**src/rtl/mem_port_arbiter.sv**
```systemverilog
`default_nettype none
// ============================================================================
// Module  : mem_port_arbiter
// Purpose : Round-robin arbiter that lets two initiators share one BRAM port.
// Revision: 1.0
// ============================================================================
module mem_port_arbiter #(
    parameter int DATA_WIDTH = 16,
    parameter int ADDR_WIDTH = 16
) (
    input  logic                  clk,
    input  logic                  reset,
    input  logic                  req_valid_a,
    input  logic                  req_write_a,
    input  logic [ADDR_WIDTH-1:0] req_addr_a,
    input  logic [DATA_WIDTH-1:0] req_wdata_a,
    output logic                  req_ready_a,
    output logic                  rsp_valid_a,
    output logic [DATA_WIDTH-1:0] rsp_rdata_a,
    input  logic                  req_valid_b,
    input  logic                  req_write_b,
    input  logic [ADDR_WIDTH-1:0] req_addr_b,
    input  logic [DATA_WIDTH-1:0] req_wdata_b,
    output logic                  req_ready_b,
    output logic                  rsp_valid_b,
    output logic [DATA_WIDTH-1:0] rsp_rdata_b,
    output logic [ADDR_WIDTH-1:0] mem_addr,
    output logic [DATA_WIDTH-1:0] mem_wdata,
    output logic                  mem_we,
    input  logic [DATA_WIDTH-1:0] mem_rdata
);

    typedef enum logic [1:0] {
        S_IDLE   = 2'd0,
        S_ACCESS = 2'd1,
        S_WAIT   = 2'd2,
        S_RESP   = 2'd3
    } state_t;

    state_t r_state;
    state_t w_next_state;

    logic r_last_b;   // 1 when port B received the most recent grant
    logic r_port_b;   // port that owns the operation in flight
    logic r_write;    // operation in flight is a write

    logic w_grant_a;
    logic w_grant_b;
    logic w_open;
    logic w_accept;

    // A tie goes to whichever port was not served last.
    assign w_grant_a = req_valid_a & (~req_valid_b | r_last_b);
    assign w_grant_b = req_valid_b & (~req_valid_a | ~r_last_b);
    assign w_open    = ((r_state == S_IDLE) || (r_state == S_RESP)) & ~reset;

    assign req_ready_a = w_open & w_grant_a;
    assign req_ready_b = w_open & w_grant_b;
    assign w_accept    = req_ready_a | req_ready_b;

    always_ff @(posedge clk) begin
        if (reset) begin
            r_state <= S_IDLE;
        end else begin
            r_state <= w_next_state;
        end
    end

    always_comb begin
        w_next_state = r_state;
        case (r_state)
            S_IDLE:   w_next_state = w_accept ? S_ACCESS : S_IDLE;
            S_ACCESS: w_next_state = S_WAIT;
            S_WAIT:   w_next_state = S_RESP;
            S_RESP:   w_next_state = w_accept ? S_ACCESS : S_IDLE;
            default:  w_next_state = S_IDLE;
        endcase
    end

    always_ff @(posedge clk) begin
        if (reset) begin
            mem_addr    <= '0;
            mem_wdata   <= '0;
            mem_we      <= 1'b0;
            rsp_valid_a <= 1'b0;
            rsp_valid_b <= 1'b0;
            rsp_rdata_a <= '0;
            rsp_rdata_b <= '0;
            r_last_b    <= 1'b1;
            r_port_b    <= 1'b0;
            r_write     <= 1'b0;
        end else begin
            rsp_valid_a <= 1'b0;
            rsp_valid_b <= 1'b0;

            if (w_accept) begin
                mem_addr  <= req_ready_b ? req_addr_b  : req_addr_a;
                mem_wdata <= req_ready_b ? req_wdata_b : req_wdata_a;
                mem_we    <= req_ready_b ? req_write_b : req_write_a;
                r_write   <= req_ready_b ? req_write_b : req_write_a;
                r_port_b  <= req_ready_b;
                r_last_b  <= req_ready_b;
            end

            if (r_state == S_ACCESS) begin
                mem_we <= 1'b0;
            end

            // mem_wdata still holds the write data, so it doubles as the echo.
            if (r_state == S_WAIT) begin
                if (r_port_b) begin
                    rsp_valid_b <= 1'b1;
                    rsp_rdata_b <= r_write ? mem_wdata : mem_rdata;
                end else begin
                    rsp_valid_a <= 1'b1;
                    rsp_rdata_a <= r_write ? mem_wdata : mem_rdata;
                end
            end
        end
    end

endmodule
`default_nettype wire

```
**config.mk**
```make
export PLATFORM = sky130hd
export DESIGN_NAME = mem_port_arbiter
export DESIGN_NICKNAME = d
export VERILOG_FILES = /design/src/rtl/mem_port_arbiter.sv
export SDC_FILE = /design/constraint.sdc
export NUM_CORES = 1
export LEC_CHECK = 0
export BUFFER_PORTS_ARGS = -buffer_cell sky130_fd_sc_hd__buf_4
export CAP_MARGIN = 0
export CORE_AREA = 2 2 108 110
export CTS_CLUSTER_DIAMETER = 150
export CTS_CLUSTER_SIZE = 25
export DETAILED_ROUTE_END_ITERATION = 10
export DIE_AREA = 0 0 110 112
export PLACE_DENSITY = 0.51
export SYNTH_ARGS = -nofsm -noshare
export SYNTH_HDL_FRONTEND = slang
export SYNTH_SLANG_ARGS = --single-unit
```
**constraint.sdc**
```tcl
create_clock -name clk -period 2 [get_ports clk]
set_clock_uncertainty 0.05 [all_clocks]
set_input_delay 0.4 -clock clk [delete_from_list [all_inputs] [get_ports clk]]
set_output_delay 0.4 -clock clk [all_outputs]
set_load 0.01 [all_outputs]
```
# [Word-level counts from Yosys, hierarchy flattened]
# Cells that the tools add are included.
[totals] word_cells=43 out_inout_bits=69 inputBits=86 ff_bits=72
[op_classes] reduce_logical=7 bitwise_logic=14 n_mux=8 eq_ne=3
[ops] cell="16-bit two-way mux" count=3
[ops] cell="1-bit NOT" count=6
[ops] cell="2-bit one-hot mux with 3 select lines" count=1
[ops] cell="2-bit OR reduction" count=3
[ops] cell="1-bit AND" count=5
[ops] cell="2-bit == test, second input constant" count=2
[ops] cell="1-bit two-way mux" count=4
[ops] cell="2-bit AND reduction" count=2
[ops] cell="1-bit bitwise OR" count=3
[ops] cell="2-bit by 1-bit == test with 1-bit output, second input constant" count=1
[ops] cell="2-bit zero test" count=1
[ops] cell="1-bit logical OR" count=1

# [Depth between registers and ports, before layout]
[depth] word_depth=7 mapped_depth=8 ltp_nobuf=7

# [Worst setup path after synthesis]
# OpenSTA, ideal clock, no wires.
[synth_path] kind="register -> output" start="register r_state[0]" end="output req_ready_b" stages_incl_launch_ff=7 path_buffers=1 arrival_time_ps=1266 path_slack_ps=284 cell_sequence="dfxtp_1 -> inv_1 -> ha_1 -> nor2b_4 -> nand3_4 -> clkinv_4 -> buf_8"
[synth_via] elab_chain_cells=4
[synth_lines] element="from (decl)" line="40" rtl="state_t r_state;"
[synth_lines] element="from (signal assigned)" line="65" rtl="r_state <= w_next_state;"
[synth_lines] element="2-bit == test or 2-bit zero test (tied branches)" line="55" rtl="assign w_open = ((r_state == S_IDLE) || (r_state == S_RESP)) & ~reset;"
[synth_lines] element="1-bit logical OR *" line="55"
[synth_lines] element="1-bit AND *" line="55"
[synth_lines] element="1-bit AND *" line="58" rtl="assign req_ready_b = w_open & w_grant_b;"
[synth_lines] element="to (decl)" line="24" rtl="output logic req_ready_b,"
# Every way passes the cells marked *; elsewhere a longest branch is shown, timed or not.

# [Final worst setup path]
[layout_path] start="register r_state[0]" end="output req_ready_a"
[layout_via] elab_chain_cells=4
[layout_lines] element="2-bit == test or 2-bit zero test (tied branches)" line="55"
[layout_lines] element="1-bit logical OR *" line="55"
[layout_lines] element="1-bit AND *" line="55"
[layout_lines] element="1-bit AND *" line="57" rtl="assign req_ready_a = w_open & w_grant_a;"
[layout_lines] element="to (decl)" line="17" rtl="output logic req_ready_a,"
# Marked as above.

==> metrics <==
status finished, final reports clean; Reg-to-Reg Start r_state[0]$_SDFF_PP0_; antenna violations before repair 0; register area share after synthesis 44.1%; Syn. warnings 0; Mean Syn Cell Area 9.56 µm²; synth-to-layout area growth 52.9%; first-pass GRT wire length approximately 16,000 µm; unrepaired setup endpoints after global routing true; TritonCTS Buffers 9; Post-Syn Area about 0.0033 mm²; Synth area leaders dfxtp_1, a211oi_2, a211oi_1; Final HPWL DP 7430 µm; fmax ~510 MHz; fin crit share a little over nine tenths; CORE AREA around 0.011 mm²; layout net count 589; WP data arrival approximately 1500 ps; largest family of logic cells by synthesized area compound AO/OA/AOI/OAI gates; # DRC 0; layout cells sized above 1 between 50% and 60%; clk sinks roughly 70; Max Buffers Root-to-Sink 2; Slowest Stage Delay on Critical Path 350 ps; max cap viols 0; ANT cells 0; Worst Hold End mem_addr[15]$_SDFFE_PP0P_; Slew @ Worst Pin 442 ps; Total Wirelength approximately 10,000 µm; critical path launch point type register; Synth Area in XOR/XNOR 0%; CP required between 1500 and 2000 ps; crit-path cells inv_2 -> ha_4 -> nor2b_4 -> and3_4 -> buf_6; worst skew pair latency approximately 330 ps; hold slack 279 ps; TritonCTS clock tree yes; Setup CP Type register to primary output; CP max-delay cell dfxtp_2; r2r setup slk 130 ps; Post-Syn Instances 342; 1st-iter DRT viols 102; vias per cell around 4.6; IO Port Bufs around 150; mux contribution to synthesized area 4.90%; max-slew violations 0; Avg WL per Cell 15.7 µm; H-tree depth 3; Hold Crit Depth 3; share of the synthesized area in the top cell type 44.1%; Setup TNS Final 0 ps; Lkg Pwr 2.12 nW; GR Util met2 roughly a quarter; most common cell after layout, fill and taps aside buf_4; Hold Crit Start req_addr_a[15]; row count 39; Post-Place Setup Slack approximately 120 ps; Critical Path Sink Type primary output; met3 Usage GRT 3.22%; Routed Antenna Nets 0; cts hold-fix bufs 0; area leader, netlist dfxtp_1; vias about 3,000; pin count of the biggest net entering global routing 73; Max VDD drop between 0.3 and 0.4 mV; post-synthesis compound-gate area fraction 28.6%; #FFs+latches synth 72; post-layout util ~45%; CTS clk-pin slew, worst paths 60 ps; most frequent cells in the layout buf_4, dfxtp_1, nor2_1; minimum clock period 1950 ps; vias in the first global route 3,043; Max FO, Critical Path 4; Rel. slew slack 70.5%; GRT overflow 0; IO Count 155; Fin. Hold Viols 0; FF-to-FF path depth 10; # setup viols final 0; synth unique cells 31; GR peak layer met2; PwrDens roughly 1000 mW/mm²; Die ar. ~0.012 mm²; Root Buffer clkbuf_16; Synth Area in Adders 1.15%; GP Congestion 0.823; syn_nets 431; die width 110 µm; met1 Track Usage GR 23.2%; die height 112 µm; GR Util All Layers between 10% and 20%; worst setup margin around 48 ps; worst min path class input pin to register; Starting Density 29.3%; simple-gate share of the synthesized area 15.0%; reg-to-reg endpoint mem_addr[15]$_SDFFE_PP0P_; DR pass1 iterations 4
## state kept, by name, summed over array words and instances, names as in the netlist, 2 cells and up
register and cells:
rsp_rdata_b 16, mem_wdata 16, mem_addr 16, rsp_rdata_a 16, r_state 2
## worst max-delay path, delay by kind of cell (launching register included)
family,cells,cell delay (ps)
adder cells (fa/ha/maj),1,270
AND/OR/NAND/NOR,2,410
buffers and inverters,2,150
flip-flops,1,350
## Yosys cell counts
| library cell | n |
|---|---|
| o21ai_1 | 1 |
| dfxtp_1 | 72 |
| nand2_1 | 33 |
| buf_6 | 1 |
| buf_2 | 7 |
| a21oi_1 | 4 |
| inv_1 | 2 |
| a211oi_2 | 29 |
| clkinv_4 | 1 |
| o21a_1 | 1 |
| nand4b_1 | 1 |
| nor4_2 | 1 |
| and3_1 | 1 |
| or2_2 | 1 |
| clkbuf_1 | 14 |
| o21ai_2 | 1 |
| a31oi_1 | 1 |
| buf_8 | 3 |
| ha_1 | 3 |
| mux2i_1 | 16 |
| a211oi_1 | 35 |
| nor3_1 | 2 |
| nor2_1 | 68 |
| nand2b_1 | 2 |
| o31ai_1 | 1 |
| buf_4 | 6 |
| nand3_4 | 1 |
| nor2b_1 | 3 |
| and2_1 | 1 |
| a21oi_2 | 29 |
| nor2b_4 | 1 |
## worst max path at each step
stage	from	endpoint	cells after the start
floorplan	r_state[0]$_SDFF_PP0_	req_ready_b	6
global placement	r_state[0]$_SDFF_PP0_	mem_addr[13]$_SDFFE_PP0P_	7
detailed placement	r_state[0]$_SDFF_PP0_	mem_addr[3]$_SDFFE_PP0P_	7
CTS	r_state[0]$_SDFF_PP0_	req_ready_b	6
global route	r_state[0]$_SDFF_PP0_	req_ready_b	6
finish	r_state[0]$_SDFF_PP0_	req_ready_a	5
## metal layers
| layer | vias up | share of wire [%] |
|---|---|---|
| met2 | 82 | 48 |
| met5 | - | 0 |
| met1 | 1381 | 45 |
| met3 | 13 | 5.5 |
| met4 | 0 | 1.7 |
| li1 | 1524 | - |
## where the power goes
group / switching (mW) / total [mW] / internal [mW]
Combinational: 0.798 / 1.58 / 0.784
Clock: 0.638 / 1.61 / 0.973
Sequential: 0.158 / 1.80 / 1.64
Total: 1.59 / 5.00 / 3.40
## kinds of logic (layout without fill, tap and decap cells)
group / count (synthesis) / count (layout)
and+or+nand+nor: 115 / 115
AOI/OAI and AO/OA: 102 / 102
DFF: 72 / 72
buffers and inverters: 34 / 197
muxes: 16 / 16
adders and majority gates: 3 / 3
## cell type report
type / instances / area [µm²]
clock inverter: 6 / 68.8
sequential: 72 / 1440
timing repair buffer: 178 / 1410
clock buffer: 10 / 229
multi-input combinational: 236 / 1650
tap: 143 / 179
fill: 1101 / 6170
inverter: 3 / 23.8
## stage by stage
step / instance area [µm²] / power [mW] / cells
final: 5000 / 5.00 / 648
after global routing: 5000 / 5.30 / 648
after CTS: 4940 / 5.02 / 641
after detailed placement: 4590 / 3.37 / 622
after global placement: 4590 / 3.34 / 622
after floorplan: 3270 / 2.69 / 342
## timing repair
action                                  CTS  global route
pin swaps                                 1             3
gates resized for setup                   4             3
endpoints found under the setup margin    2             2
buffers inserted                          3             7
(Power assumes the default switching activity.)
